### src/rtl/qspi_flash_pkg.sv
// rtl/qspi_flash_pkg.sv - shared types and constants for the quad-SPI line fetcher
package qspi_flash_pkg;

    // Transaction phases, in the order they occur on the bus
    typedef enum logic [2:0] {
        IDLE,
        CMD,
        ADDR,
        MODE,
        DUMMY,
        DATA,
        CSH
    } state_t;

    localparam logic [7:0] CMD_QIO_READ = 8'hEB;

    // HOLD# and WP# stay high whenever the pads are not carrying quad data
    localparam logic [3:0] SIO_IDLE = 4'b1100;

    // Bytes arrive lowest address first and land MSB-first in the shifter;
    // swap lanes so the first byte ends up in bits [7:0]
    function automatic logic [31:0] le_word(input logic [31:0] be);
        return {be[7:0], be[15:8], be[23:16], be[31:24]};
    endfunction

endpackage

### src/rtl/qspi_flash_line_fetch_if.sv
// rtl/qspi_flash_line_fetch_if.sv - cache request bus and flash pad bundle
interface qspi_flash_line_fetch_if;
    logic        req;
    logic [23:0] addr;
    logic        busy;
    logic [31:0] rdata;
    logic        rvalid;
    logic        done;
    logic [3:0]  fdi;
    logic [3:0]  fdo;
    logic        fdoe;
    logic        fsclk;
    logic        fcen;

    modport slave (
        input  req, addr, fdi,
        output busy, rdata, rvalid, done, fdo, fdoe, fsclk, fcen
    );

    modport master (
        output req, addr, fdi,
        input  busy, rdata, rvalid, done, fdo, fdoe, fsclk, fcen
    );
endinterface

### src/rtl/qspi_nibble_shifter.sv
// rtl/qspi_nibble_shifter.sv - 32-bit serial/quad shift register with byte-lane reorder
module qspi_nibble_shifter
    import qspi_flash_pkg::*;
(
    input  logic        clk,
    input  logic        rst,
    input  logic        load_i,
    input  logic [31:0] load_data_i,
    input  logic        shift1_i,
    input  logic        shift4_i,
    input  logic [3:0]  nib_i,
    output logic [3:0]  top_o,
    output logic [31:0] word_o
);
    logic [31:0] sh_q;
    logic [31:0] sh_d;

    // Load wins over shifting; quad shift also serves quad shift-in
    always_comb begin
        sh_d = sh_q;
        if (load_i) begin
            sh_d = load_data_i;
        end else if (shift4_i) begin
            sh_d = {sh_q[27:0], nib_i};
        end else if (shift1_i) begin
            sh_d = {sh_q[30:0], 1'b0};
        end
    end

    // Shift register state
    always_ff @(posedge clk) begin
        if (rst) begin
            sh_q <= '0;
        end else begin
            sh_q <= sh_d;
        end
    end

    assign top_o  = sh_q[31:28];
    // Word as it will look once the nibble on nib_i is shifted in, so the
    // caller can register it on the same edge that captures the 8th nibble
    assign word_o = le_word({sh_q[27:0], nib_i});

endmodule

### src/rtl/qspi_flash_line_fetch.sv
// rtl/qspi_flash_line_fetch.sv - Fast Read Quad I/O line fetch sequencer
module qspi_flash_line_fetch #(
    parameter int         LINE_WORDS = 4,
    parameter int         DUMMY_CLKS = 4,
    parameter logic [7:0] MODE_BYTE  = 8'h00,
    parameter int         CSH_CYCLES = 2
) (
    input  logic                   HCLK,
    input  logic                   HRESET,
    qspi_flash_line_fetch_if.slave bus
);
    import qspi_flash_pkg::*;

    localparam int DATA_CLKS = LINE_WORDS * 8;
    localparam int CNT_W     = $clog2((DATA_CLKS > 8) ? DATA_CLKS : 8);
    localparam int CSH_W     = (CSH_CYCLES > 1) ? $clog2(CSH_CYCLES) : 1;

    localparam logic [CNT_W-1:0] CMD_LAST   = CNT_W'(7);
    localparam logic [CNT_W-1:0] ADDR_LAST  = CNT_W'(5);
    localparam logic [CNT_W-1:0] MODE_LAST  = CNT_W'(1);
    localparam logic [CNT_W-1:0] DUMMY_LAST = CNT_W'(DUMMY_CLKS - 1);
    localparam logic [CNT_W-1:0] DATA_LAST  = CNT_W'(DATA_CLKS - 1);
    localparam logic [CSH_W-1:0] CSH_LAST   = CSH_W'(CSH_CYCLES - 1);

    state_t           state_q, state_d;
    logic [CNT_W-1:0] cnt_q, cnt_d;
    logic [CSH_W-1:0] csh_q, csh_d;
    logic             fsclk_q, fsclk_d;
    logic             fcen_q, fcen_d;
    logic [23:0]      addr_q, addr_d;
    logic [31:0]      rdata_q, rdata_d;
    logic             rvalid_q, rvalid_d;
    logic             done_q, done_d;

    logic             sh_load;
    logic [31:0]      sh_load_data;
    logic             sh_shift1;
    logic             sh_shift4;
    logic [3:0]       sh_top;
    logic [31:0]      sh_word;
    logic             sck_end;
    logic [3:0]       fdo_c;
    logic             fdoe_c;

    qspi_nibble_shifter u_shifter (
        .clk         (HCLK),
        .rst         (HRESET),
        .load_i      (sh_load),
        .load_data_i (sh_load_data),
        .shift1_i    (sh_shift1),
        .shift4_i    (sh_shift4),
        .nib_i       (bus.fdi),
        .top_o       (sh_top),
        .word_o      (sh_word)
    );

    // fsclk high means this edge closes an SCK period: flash has sampled
    // our outputs and its data on fdi is settled
    assign sck_end = fsclk_q;

    // Next-state, SCK counting and shifter control
    always_comb begin
        state_d      = state_q;
        cnt_d        = cnt_q;
        csh_d        = csh_q;
        fsclk_d      = 1'b0;
        fcen_d       = fcen_q;
        addr_d       = addr_q;
        rdata_d      = rdata_q;
        rvalid_d     = 1'b0;
        done_d       = 1'b0;
        sh_load      = 1'b0;
        sh_load_data = '0;
        sh_shift1    = 1'b0;
        sh_shift4    = 1'b0;

        case (state_q)
            IDLE: begin
                if (bus.req) begin
                    addr_d       = bus.addr & 24'hFFFFFC;
                    fcen_d       = 1'b0;
                    cnt_d        = '0;
                    sh_load      = 1'b1;
                    sh_load_data = {CMD_QIO_READ, 24'h000000};
                    state_d      = CMD;
                end
            end
            CMD: begin
                fsclk_d = ~fsclk_q;
                if (sck_end) begin
                    if (cnt_q == CMD_LAST) begin
                        // Address and mode byte go out back to back as 8 nibbles
                        cnt_d        = '0;
                        sh_load      = 1'b1;
                        sh_load_data = {addr_q, MODE_BYTE};
                        state_d      = ADDR;
                    end else begin
                        cnt_d     = cnt_q + CNT_W'(1);
                        sh_shift1 = 1'b1;
                    end
                end
            end
            ADDR: begin
                fsclk_d = ~fsclk_q;
                if (sck_end) begin
                    sh_shift4 = 1'b1;
                    if (cnt_q == ADDR_LAST) begin
                        cnt_d   = '0;
                        state_d = MODE;
                    end else begin
                        cnt_d = cnt_q + CNT_W'(1);
                    end
                end
            end
            MODE: begin
                fsclk_d = ~fsclk_q;
                if (sck_end) begin
                    sh_shift4 = 1'b1;
                    if (cnt_q == MODE_LAST) begin
                        cnt_d   = '0;
                        state_d = DUMMY;
                    end else begin
                        cnt_d = cnt_q + CNT_W'(1);
                    end
                end
            end
            DUMMY: begin
                fsclk_d = ~fsclk_q;
                if (sck_end) begin
                    if (cnt_q == DUMMY_LAST) begin
                        cnt_d   = '0;
                        state_d = DATA;
                    end else begin
                        cnt_d = cnt_q + CNT_W'(1);
                    end
                end
            end
            DATA: begin
                fsclk_d = ~fsclk_q;
                if (sck_end) begin
                    sh_shift4 = 1'b1;
                    if (cnt_q[2:0] == 3'd7) begin
                        rvalid_d = 1'b1;
                        rdata_d  = sh_word;
                    end
                    if (cnt_q == DATA_LAST) begin
                        done_d  = 1'b1;
                        fcen_d  = 1'b1;
                        fsclk_d = 1'b0;
                        cnt_d   = '0;
                        csh_d   = '0;
                        state_d = CSH;
                    end else begin
                        cnt_d = cnt_q + CNT_W'(1);
                    end
                end
            end
            CSH: begin
                if (csh_q == CSH_LAST) begin
                    state_d = IDLE;
                end else begin
                    csh_d = csh_q + CSH_W'(1);
                end
            end
            default: begin
                fcen_d  = 1'b1;
                state_d = IDLE;
            end
        endcase
    end

    // State and pad registers; reset releases the flash immediately
    always_ff @(posedge HCLK) begin
        if (HRESET) begin
            state_q  <= IDLE;
            cnt_q    <= '0;
            csh_q    <= '0;
            fsclk_q  <= 1'b0;
            fcen_q   <= 1'b1;
            addr_q   <= '0;
            rdata_q  <= '0;
            rvalid_q <= 1'b0;
            done_q   <= 1'b0;
        end else begin
            state_q  <= state_d;
            cnt_q    <= cnt_d;
            csh_q    <= csh_d;
            fsclk_q  <= fsclk_d;
            fcen_q   <= fcen_d;
            addr_q   <= addr_d;
            rdata_q  <= rdata_d;
            rvalid_q <= rvalid_d;
            done_q   <= done_d;
        end
    end

    // SIO drive: single-bit command on SIO0, quad address/mode, released otherwise
    always_comb begin
        fdo_c  = SIO_IDLE;
        fdoe_c = 1'b0;
        case (state_q)
            CMD: begin
                fdo_c  = {SIO_IDLE[3:1], sh_top[3]};
                fdoe_c = 1'b1;
            end
            ADDR, MODE: begin
                fdo_c  = sh_top;
                fdoe_c = 1'b1;
            end
            default: begin
                fdo_c  = SIO_IDLE;
                fdoe_c = 1'b0;
            end
        endcase
    end

    assign bus.busy   = (state_q != IDLE);
    assign bus.rdata  = rdata_q;
    assign bus.rvalid = rvalid_q;
    assign bus.done   = done_q;
    assign bus.fdo    = fdo_c;
    assign bus.fdoe   = fdoe_c;
    assign bus.fsclk  = fsclk_q;
    assign bus.fcen   = fcen_q;

endmodule

### src/flat_wrapper.sv
// flat-port wrapper written by rule: the top's interface ports become plain ports
module qspi_flash_line_fetch_flat import qspi_flash_pkg::*;
#(
    parameter int         LINE_WORDS = 4,
    parameter int         DUMMY_CLKS = 4,
    parameter logic [7:0] MODE_BYTE  = 8'h00,
    parameter int         CSH_CYCLES = 2
)
  (HCLK, HRESET, bus_req, bus_addr, bus_fdi, bus_busy, bus_rdata, bus_rvalid, bus_done, bus_fdo, bus_fdoe, bus_fsclk, bus_fcen);
  qspi_flash_line_fetch_if bus_i ();
  input  logic HCLK;
  input  logic HRESET;
  input wire logic [$bits(bus_i.req)-1:0] bus_req;
  input wire logic [$bits(bus_i.addr)-1:0] bus_addr;
  input wire logic [$bits(bus_i.fdi)-1:0] bus_fdi;
  output wire logic [$bits(bus_i.busy)-1:0] bus_busy;
  output wire logic [$bits(bus_i.rdata)-1:0] bus_rdata;
  output wire logic [$bits(bus_i.rvalid)-1:0] bus_rvalid;
  output wire logic [$bits(bus_i.done)-1:0] bus_done;
  output wire logic [$bits(bus_i.fdo)-1:0] bus_fdo;
  output wire logic [$bits(bus_i.fdoe)-1:0] bus_fdoe;
  output wire logic [$bits(bus_i.fsclk)-1:0] bus_fsclk;
  output wire logic [$bits(bus_i.fcen)-1:0] bus_fcen;
  assign bus_i.req = bus_req;
  assign bus_i.addr = bus_addr;
  assign bus_i.fdi = bus_fdi;
  assign bus_busy = bus_i.busy;
  assign bus_rdata = bus_i.rdata;
  assign bus_rvalid = bus_i.rvalid;
  assign bus_done = bus_i.done;
  assign bus_fdo = bus_i.fdo;
  assign bus_fdoe = bus_i.fdoe;
  assign bus_fsclk = bus_i.fsclk;
  assign bus_fcen = bus_i.fcen;
  qspi_flash_line_fetch #(.LINE_WORDS(LINE_WORDS), .DUMMY_CLKS(DUMMY_CLKS), .MODE_BYTE(MODE_BYTE), .CSH_CYCLES(CSH_CYCLES)) u_core (.HCLK(HCLK), .HRESET(HRESET), .bus(bus_i));
endmodule
### config.mk
export PLATFORM = sky130hd
export DESIGN_NAME = qspi_flash_line_fetch_flat
export DESIGN_NICKNAME = d
export VERILOG_FILES = /design/src/rtl/qspi_flash_pkg.sv /design/src/rtl/qspi_flash_line_fetch_if.sv /design/src/rtl/qspi_nibble_shifter.sv /design/src/rtl/qspi_flash_line_fetch.sv /design/src/flat_wrapper.sv
export SDC_FILE = /design/constraint.sdc
export NUM_CORES = 1
export LEC_CHECK = 0
export CORE_MARGIN = 3
export CORE_UTILIZATION = 28
export DETAILED_ROUTE_END_ITERATION = 8
export RECOVER_POWER = 25
export SKIP_CTS_REPAIR_TIMING = 1
export SLEW_MARGIN = 5
export SYNTH_ARGS = -nofsm -noshare
export SYNTH_HDL_FRONTEND = slang
export SYNTH_SLANG_ARGS = --single-unit
### constraint.sdc
create_clock -name HCLK -period 2.9 [get_ports HCLK]
set_clock_uncertainty 0.15 [all_clocks]
set_input_delay 0.58 -clock HCLK [delete_from_list [all_inputs] [get_ports HCLK]]
set_output_delay 0.58 -clock HCLK [all_outputs]
set_load 0.02 [all_outputs]
=== Word level (Yosys, flattened, before mapping) ===
Index checks and enable logic that the tools add are counted.

* $mul: 0
* Shift operators: 0
* Order comparisons: 0
* Bitwise operators: 3
* Equal/unequal tests: 24
* $add $sub $neg: 2
* Reductions and logical operators: 17
* Div/mod/pow operators: 0
* Muxes and demuxes: 56

{| class="wikitable"
|+ Operators by type and width
! kind !! number
|-
| $mux 32 || 6
|-
| $pmux 32 s2 || 1
|-
| $mux 5 || 11
|-
| $mux 3 || 12
|-
| $pmux 5 s6 || 1
|-
| $ne 2x1->1 const B || 11
|-
| $pmux 3 s7 || 1
|-
| $mux 1 || 19
|-
| $eq 3x3->1 const B || 4
|-
| $reduce_and 12->1 || 1
|-
| $eq 5x3->1 const B || 2
|-
| $reduce_or 3->1 || 3
|-
| $pmux 4 s2 || 1
|-
| $reduce_and 7->1 || 1
|-
| $eq 3x2->1 const B || 2
|-
| $pmux 1 s2 || 3
|-
| $reduce_and 3->1 || 2
|-
| $reduce_bool 3->1 || 2
|-
| $reduce_bool 6->1 || 1
|-
| $add 5x1->5 const B || 1
|-
| $eq 5x1->1 const B || 1
|-
| $eq 5x2->1 const B || 1
|-
| $eq 5x5->1 const B || 1
|-
| $reduce_or 5->1 || 1
|-
| other kinds (11) || 13
|}

* Output and inout port bits: 42
* ROM bits: 0
* Latch bits: 0
* Logic and storage cells: 112
* Input port bits: 31
* Memory bits (writable): 0
* Register bits after elaboration: 99
* Memories kept: 0

=== Longest topological paths before layout ===
* Depth after elaboration: 7
* Mapped depth: 12
* Gate-level depth less buffers: 7

=== Hierarchy ===
A second synthesis with hierarchy kept.

* Cells, all modules: 533
* Area, all modules: 4,733.3 sq um

{| class="wikitable"
|+ By module, submodules not included
! module !! area each (sq um) !! cells each !! seq. area each (sq um) !! instances
|-
| qspi_flash_line_fetch || 2,852.7 || 380 || 1,341.3 || 1
|-
| qspi_nibble_shifter || 1,880.6 || 153 || 640.6 || 1
|}

=== Worst setup path before layout ===
OpenSTA, ideal clock, no wires.

* Path kind: register -> register
* Start point: reg u_core.state_q[1]
* End point: reg u_core.u_shifter.sh_q[15]
* Arrival time: 2.183 ns
* Setup slack: 0.498 ns
* Buffers on the path: 5
* Setup time: 0.069 ns
* Period minus slack after synthesis: 2.402 ns
* Required time: 2.681 ns
* Cell stages (with the launch flop): 13
* Cell sequence: dfxtp_1 -> buf_2 -> buf_2 -> buf_1 -> inv_1 -> ha_1 -> inv_1 -> or3_1 -> clkbuf_1 -> nor2_4 -> buf_2 -> nand2_1 -> o21ai_1

* Cells in the longest elaborated chain, start to end: 5
* Elaborated cells on any way between the ends: 13
* Classes of those cells: 4 x eq/ne; 6 x mux; 3 x reduce/logical

{| class="wikitable"
|+ RTL lines
! item !! line !! RTL
|-
| start, declared || qspi_flash_line_fetch.sv:25 || <nowiki>state_t state_q, state_d;</nowiki>
|-
| start signal, assigned || qspi_flash_line_fetch.sv:185 || <nowiki>state_q <= state_d;</nowiki>
|-
| $eq 3x3->1 or $eq 3x2->1 (tied branches) || qspi_flash_line_fetch.sv:77 || <nowiki>case (state_q)</nowiki>
|-
| $reduce_or 3->1 (no line) || - ||
|-
| $mux 1 || - ||
|-
| $mux 32 || qspi_nibble_shifter.sv:23 || <nowiki>end else if (shift4_i) begin</nowiki>
|-
| $mux 32 || qspi_nibble_shifter.sv:21 || <nowiki>if (load_i) begin</nowiki>
|-
| end signal, assigned || qspi_nibble_shifter.sv:33 || <nowiki>sh_q <= '0;</nowiki>
|-
| end signal, assigned || qspi_nibble_shifter.sv:35 || <nowiki>sh_q <= sh_d;</nowiki>
|-
| end, declared || qspi_nibble_shifter.sv:15 || <nowiki>logic [31:0] sh_q;</nowiki>
|}

Several ways; a longest one is shown, not always the timed one.
A chain may end at the register's enable or synchronous reset.

=== Worst setup path after layout ===
* Start point: reg u_core.state_q[2]
* End point: out bus_fdo[3]

* Cells in the longest elaborated chain, start to end: 3
* Elaborated cells on any way between the ends: 5
* Classes of those cells: 3 x eq/ne; 1 x mux; 1 x reduce/logical

{| class="wikitable"
|+ RTL lines
! item !! line !! RTL
|-
| $eq 3x2->1 || qspi_flash_line_fetch.sv:201 || <nowiki>case (state_q)</nowiki>
|-
| $reduce_or 2->1 || - ||
|-
| $pmux 4 s2 (*) || qspi_flash_line_fetch.sv:201 ||
|-
| end, declared || flat_wrapper.sv:20 || <nowiki>output wire logic [$bits(bus_i.fdo)-1:0] bus_fdo;</nowiki>
|}

Every way passes the cells marked *; elsewhere a longest branch is shown, timed or not.

==> impl_metrics.yaml <==
timing:
  tightest_slew_ns: 0.950
  hold_violations: 0
  post-route-min-period_ns: 2.76
  fin_crit_sh: 0.953
  max_freq_mhz: 362
  drv_slew: 0
  rsz0062_at_grt: "false"
  max_slew_margin: 0.366
  setup_tns_ns: 0
  fin_ws_ns: 0.136
  setup_viol: 0
setup_path:
  cp_max_fo: 7
  crit_chain: "inv_1, ha_1, nand2b_1, or2_2, clkdlybuf4s50_1"
  crit_family: "buffers and inverters"
  worstSetupEndpointType: "output port"
  slowest_stage: "clkdlybuf4s50_1"
  cp.required_ns: 2.17
  critPathBufInv: 2
  crit_start: "u_core.state_q[2]$_SDFFE_PP0P_"
  r2r-start: "u_core.state_q[2]$_SDFFE_PP0P_"
  cp.arrival_ns: 2.03
  critPathMaxStageDelay_ns: 0.55
  crit_type: "reg2out"
  rrSetupSlack_ns: 0.36
  worstSetupStartpointType: "register"
yosys:
  seq_area_frac_synth: 0.450
  syn-num-nets: 578
  muxShareOfSynthArea: 0.0139
  synth-async-reset-ratio: 0
  synth-edff-count: 0
  synth_fa_ha_area_frac: 0.0256
  ys_warn_count: 0
  postSynthCellCount: 538
  ys_ff_latch: 99
  synth_top_family_by_area: "compound AO/OA/AOI/OAI gates"
  yosys_most_used_dff: "dfxtp_1"
  syn-cell-area_um2: 4400
  avgSynthCellArea_um2: 8.18
  synth_compound_area_frac: 0.238
  yosys.area_share.simple: 0.221
  synthXorXnorAreaFrac: 0
  synth.distinct_cells: 56
min_path:
  hold_path.class: "reg2reg"
  hold_path_startpoint: "u_core.bus.rdata[18]$_SDFFE_PP0P_"
floorplanning:
  die_area_um2: 17300
  die_w_um: 131
  rows: 45
  pin_count: 73
  initial_core_util: 0.287
  die_y_um: 131
  core_area_um2: 15300
drt:
  drtIter0Drc: 518
  drc: 0
  dr_total_vias: 4000
  firstDrtPassIters: 7
  wl_um: 11800
  antenna_left: 0
  avgViaCountPerCell: 4.97
  wl_per_cell_um: 14.7
pwr:
  p_per_area_nw_per_um2: 672
  vdd_drop_max_mv: 0.281
  p_leak_nw: 2.02
clock_tree:
  cts.htree.levels: 3
  cts_buffer_depth: 2
  cts-root-buf: "clkbuf_16"
  tritoncts: "done"
  insertion_delay_ns: 0.34
  cts_sinks: 99
  clk_pin_slew_ns: 0.07
  cts_made_buffers: 9
global_route:
  antenna_found_initial: 0
  grt_max_degree: 49
  grt_pass1_wl_um: 19400
  busiest_layer: "met2"
  overflow: 0
  grt_util_met2: 0.211
  grt_use_total: 0.135
  grt.met1_usage: 0.187
  grt_pass1_vias: 3790
  met3_usage: 0.0241
flow_run:
  maxCapViolCount: 0
place:
  place_area_um2: 5290
  place.gp.congestion: 0.849
  preCtsSetupSlack_ns: -0.0635
  io_buffers: 70
  dpl.hpwl_um: 8290
final_layout:
  fin_area_um2: 5570
  nets: 629
  layout-drive-gt1-share: 0.0758
  n_antenna_cell: 0
  area_growth_pct: 26.6
status:
  status: "complete, no violations"
-- kinds of logic (layout without fill, tap and decap cells) --
kind of cell,count (synthesis),in the layout
adders and majority gates,9,9
muxes,6,6
and+or+nand+nor,218,218
AOI/OAI and AO/OA,153,153
buffers and inverters,53,109
DFF,99,99
-- per-layer routing --
layer,part of all wire,vias to the layer above
li1,-,2008
met1,0.47,1848
met2,0.45,130
met3,0.062,14
met4,0.014,0
met5,0,-
-- power breakdown --
group	switching (mW)	leakage, nW	internal [mW]
logic	0.652	1.08	0.412
registers	0.0964	0.802	1.46
clock network	0.532	0.131	0.591
total	1.28	2.02	2.46
-- tightest hold or removal path, cell delays in order (launching register included) --
cell and delay, ns:
dfxtp_1 0.31, nand2_1 0.05, a21oi_1 0.05
-- flip-flops by register name, indices dropped and copies added (netlist names) --
register and flops:
u_core.addr_q 22, u_core.bus.done 1, u_core.bus.rvalid 1, u_core.state_q 3, u_core.bus.fcen 1, u_core.bus.rdata 32, u_core.cnt_q 5, u_core.u_shifter.sh_q 32
u_core.bus.fsclk 1, u_core.csh_q 1
-- stage by stage --
stage          hold slack, ns  instances  total power [mW]  utilization
2_1_floorplan           0.280        538              2.33            -
3_3_place_gp            0.296        789              2.61        0.345
3_5_place_dp            0.298        789              2.64        0.345
4_1_cts                 0.308        805              3.77        0.363
5_1_grt                 0.324        805              3.97        0.364
6_report                0.304        805              3.74        0.364
-- cells in the mapped netlist (3+ instances only) --
master    number  share of area
a211oi_1      11          0.019
a21o_1         4         0.0068
a21oi_1       68          0.077
a222oi_1      25          0.057
buf_1          4         0.0034
buf_2         15          0.017
clkbuf_1      23          0.020
dfxtp_1       99           0.45
ha_1           9          0.026
inv_1          9         0.0077
mux2i_1        5          0.011
nand2_1      136           0.12
nand2b_1       8          0.011
nand3_1        4         0.0045
nor2_1        30          0.026
nor2b_1       11          0.016
nor3_1         6         0.0068
o21ai_1       15          0.017
o221ai_1       5         0.0099
or2_2          3         0.0043
or3_1          3         0.0043
-- cell type report --
cell class,instances,area (um2)
clock inverter,6,48.8
fill,1652,9740
tap,211,264
inverter,9,33.8
timing repair buffer,84,810
sequential,99,1980
clock buffer,10,229
multi-input combinational,386,2210
-- cells in the final DEF (no fill, tap or decap), types with 5 or more instances in the layout --
cell	Yosys	final
nor3_1	6	6
a211oi_1	11	11
a21oi_1	68	68
o21ai_1	15	15
dlygate4sd3_1	0	26
a222oi_1	25	25
mux2i_1	5	5
nor2_1	30	29
nor2b_1	11	11
clkbuf_16	0	9
ha_1	9	9
inv_1	9	9
nand2_1	136	136
dfxtp_1	99	99
nand2b_1	8	8
buf_4	1	12
o221ai_1	5	5
clkdlybuf4s50_1	0	43
-- final timing paths --
| kind | depth (start not counted) | endpoint |
|---|---|---|
| setup / recovery | 5 | bus_fdo[3] |
| hold / removal | 2 | u_core.bus.rdata[18]$_SDFFE_PP0P_ |
| setup reg to reg | 7 | u_core.u_shifter.sh_q[31]$_SDFFE_PP0P_ |
| hold reg to reg | 2 | u_core.bus.rdata[18]$_SDFFE_PP0P_ |
Note: power is estimated with default switching activity, not from simulation.
==> variant 1: new RTL, same settings <==
The 7 states of `state_t` get a one-hot encoding in 7 bits.
--- a/src/rtl/qspi_flash_pkg.sv
+++ b/src/rtl/qspi_flash_pkg.sv
@@ -2,14 +2,14 @@
 package qspi_flash_pkg;
 
     // Transaction phases, in the order they occur on the bus
-    typedef enum logic [2:0] {
-        IDLE,
-        CMD,
-        ADDR,
-        MODE,
-        DUMMY,
-        DATA,
-        CSH
+    typedef enum logic [6:0] {
+        IDLE  = 7'b0000001,
+        CMD   = 7'b0000010,
+        ADDR  = 7'b0000100,
+        MODE  = 7'b0001000,
+        DUMMY = 7'b0010000,
+        DATA  = 7'b0100000,
+        CSH   = 7'b1000000
     } state_t;
 
     localparam logic [7:0] CMD_QIO_READ = 8'hEB;
Function: same outputs for any inputs over 10 cycles, from zero or initial values and one cycle with HRESET high; not proved beyond that.
==> variant 1 against the original RTL <==
Area after synthesis up 2.9%. Global-route usage up 0.35 points. Total power decreased by 0.52%. Routed wire length up 3.2%. First-iteration DRC count decreased by 4.6%. Cell area up 4.6%. Sequential cell count grew 4. Die area is 2.7% higher. Clock power up 5%. Setup slack worse by 15 ps. Critical path type unchanged.
==> variant 1: results <==
[status]
outcome = completed

[placed_design]
dp_hpwl_microns = 8880
place_congestion = 0.822
place_inst = 822
post-place-ws_ps = 221
placed_area_sq_mm = 0.00550

[critical_path]
critPathSlowestCell = clkdlybuf4s50_1
path_max_fanout = 11
r2r_end = u_core.u_shifter.sh_q[24]
max_stage_delay_ps = 610
r2r_cells = 8
r2r-start = u_core.state_q[4]
r2r_slack_ps = 290
worstPathArrival_ps = 2050

[logic_synthesis]
synth.avg_cell_area_sq_um = 8.13
synth_cell_types = 53
async_reset_ff_share_pct = 0
synth_area_leaders = dfxtp_1 46%, nand2_1 11%, a21oi_1 8.5%
yosysSeqAreaShare_pct = 45.5
syn_nets = 592
synth_top_cells_by_count = 135 x nand2_1, 103 x dfxtp_1, 77 x a21oi_1, 32 x a22oi_1

[pwr]
ir_drop_v = 0.000338
p_leak_nw = 2.17

[hold_path]
hp-start = u_core.bus.rdata[7]
min_to = u_core.bus.rdata[7]

[global_route]
grt_use_total_pct = 13.8
grt_max_degree = 54
grt_pass1_vias = 3937
grt_first_pass_wirelength_microns = 20500

[finish]
nets = 659
drive_above_1_share_pct = 9.54
fin_cells = 840
fillerInstances = 1570
utilization_pct = 37.7

[drt]
vias = 4252
dr.first_iter.drc_count = 494
firstDrtPassIters = 5
routed_wl_microns = 12200

[sta]
slew_headroom_pct = 58.5
hold_ws_ps = 301

[clocking]
cts_inserted_buffers = 9
[variant 1: layer usage]
metal	vias up	global-route usage, %	wire (microns)
li1	2133	-	-
met1	1983	19.7	5870
met2	123	20.9	5560
met3	13	2.64	607
met4	0	4.86	172
met5	-	0	0
[variant 1: logic make-up after synthesis]
kind of cell               after synthesis  share of synthesized area (%)
adders and majority gates                4                           1.11
muxes                                    2                          0.470
buffers and inverters                   46                           4.86
and+or+nand+nor                        222                           22.5
DFF                                    103                           45.5
AOI/OAI and AO/OA                      176                           24.7
xor gates and xnor gates                 4                          0.774
[variant 1: worst max-delay path: cells and delay by family, from the launching register on]
family | cells | cell delay [ps]
buf+inv | 3 | 860
simple gates | 2 | 300
flops | 1 | 540
[variant 1: how the worst max path moves through the flow]
stage | start | to | slack [ps] | cells after the start
after floorplan | u_core.state_q[6] | bus_fdoe | 490 | 4
after global placement | u_core.state_q[6] | bus_fdoe | 230 | 5
after detailed placement | u_core.state_q[6] | bus_fdoe | 220 | 5
after CTS | u_core.state_q[6] | bus_fdoe | -170 | 5
after global routing | u_core.state_q[2] | bus_busy | 8 | 5
final | u_core.state_q[2] | bus_busy | 120 | 5
[variant 1: power breakdown]
group	total (mW)	switching [mW]	internal (mW)
Clock	1.18	0.562	0.618
Combinational	0.931	0.564	0.367
Sequential	1.61	0.0892	1.52
[variant 1: cell type report]
cell class | instances | share of cell area [%]
Tap cell | 211 | 4.53
Sequential cell | 103 | 35.4
Clock buffer | 10 | 4.10
Clock inverter | 6 | 0.880
Multi-Input combinational cell | 408 | 38.8
Inverter | 5 | 0.322
Timing Repair Buffer | 97 | 16.0
==> variant 2: new RTL, config.mk and constraints unchanged <==
Made on the original files. `LINE_WORDS` is set to 4 in 2 places; all go to 2.
--- a/src/rtl/qspi_flash_line_fetch.sv
+++ b/src/rtl/qspi_flash_line_fetch.sv
@@ -1,6 +1,6 @@
 // rtl/qspi_flash_line_fetch.sv - Fast Read Quad I/O line fetch sequencer
 module qspi_flash_line_fetch #(
-    parameter int         LINE_WORDS = 4,
+    parameter int         LINE_WORDS = 2,
     parameter int         DUMMY_CLKS = 4,
     parameter logic [7:0] MODE_BYTE  = 8'h00,
     parameter int         CSH_CYCLES = 2
--- a/src/flat_wrapper.sv
+++ b/src/flat_wrapper.sv
@@ -1,7 +1,7 @@
 // flat-port wrapper written by rule: the top's interface ports become plain ports
 module qspi_flash_line_fetch_flat import qspi_flash_pkg::*;
 #(
-    parameter int         LINE_WORDS = 4,
+    parameter int         LINE_WORDS = 2,
     parameter int         DUMMY_CLKS = 4,
     parameter logic [7:0] MODE_BYTE  = 8'h00,
     parameter int         CSH_CYCLES = 2
Behaviour: same outputs for any inputs over 10 cycles, from zero or initial values and one cycle with HRESET high; that may be too few to reach the edited logic, so the function may still have changed.
==> variant 2 against the original RTL <==
Setup slack got worse by 1.4 ps. Sequential cell count fell by 1. Combinational power fell by 15%. Synthesized cell count fell by 3.7%. Cell area fell by 3.2%. Sequential share of layout area rose by 0.80 points. Total power fell by 0.15%. Routed wire length fell by 5.1%. Area after synthesis fell by 3.6%.
==> variant 2: results <==
[status]
outcome = completed

[global_route]
grt_first_pass_wirelength_microns = 18100
grt_use_met2_pct = 18.7
met1_usage_pct = 20.5
grt_max_degree = 62
met3_usage_pct = 2.02

[floorplan]
fp.dieArea_sq_mm = 0.0167

[sta]
max_freq_ghz = 0.362

[drt]
routed_wl_microns = 11200
firstDrtPassIters = 6
routed-wl-met3_microns = 585

[logic_synthesis]
synth.avg_cell_area_sq_um = 8.19
synth-xor-area-share_pct = 0.206
synth_compound_area_share_pct = 23.1

[pwr]
p_sw_share_pct = 30.9
p_leak_nw = 1.90
ir_drop_v = 0.000291
power_frac_comb_pct = 24.2

[placed_design]
place_inst = 744
placed_area_sq_mm = 0.00509

[finish]
fillerInstances = 1480
fin_cells = 759
drive_above_1_share_pct = 6.96

[critical_path]
r2r_end = u_core.u_shifter.sh_q[19]
r2r_slack_ps = 390
r2r-start = u_core.cnt_q[0]
==> variant 2: changes by cell type in the layout (fill, tap and decap cells not counted), sizes merged, moves of 4 or more <==
cell,before,now
a211oi,12,2
nor2b,11,2
o21ai,16,7
clkdlybuf4s50,43,51
dlygate4sd3,26,18
a21oi,69,76
nand4,1,6
a21o,4,0
and2,1,5
o221ai,5,1
o41ai,0,4
==> variant 2: cell type report <==
class | count | area [sq um] | area share, %
clock inverter | 4 | 76.3 | 1.41
sequential | 98 | 1960 | 36.4
multi-input combinational | 369 | 2060 | 38.1
timing repair buffer | 85 | 798 | 14.8
tap | 184 | 230 | 4.27
inverter | 8 | 30.0 | 0.557
clock buffer | 11 | 243 | 4.50
==> variant 2: worst reg2reg max path, stage by stage, from the launching register on <==
cell	delay, ps
dfxtp_1	400
ha_1	300
and3b_1	270
o21bai_1	130
a21oi_4	680
buf_4	290
nand2_1	70
a21oi_1	150
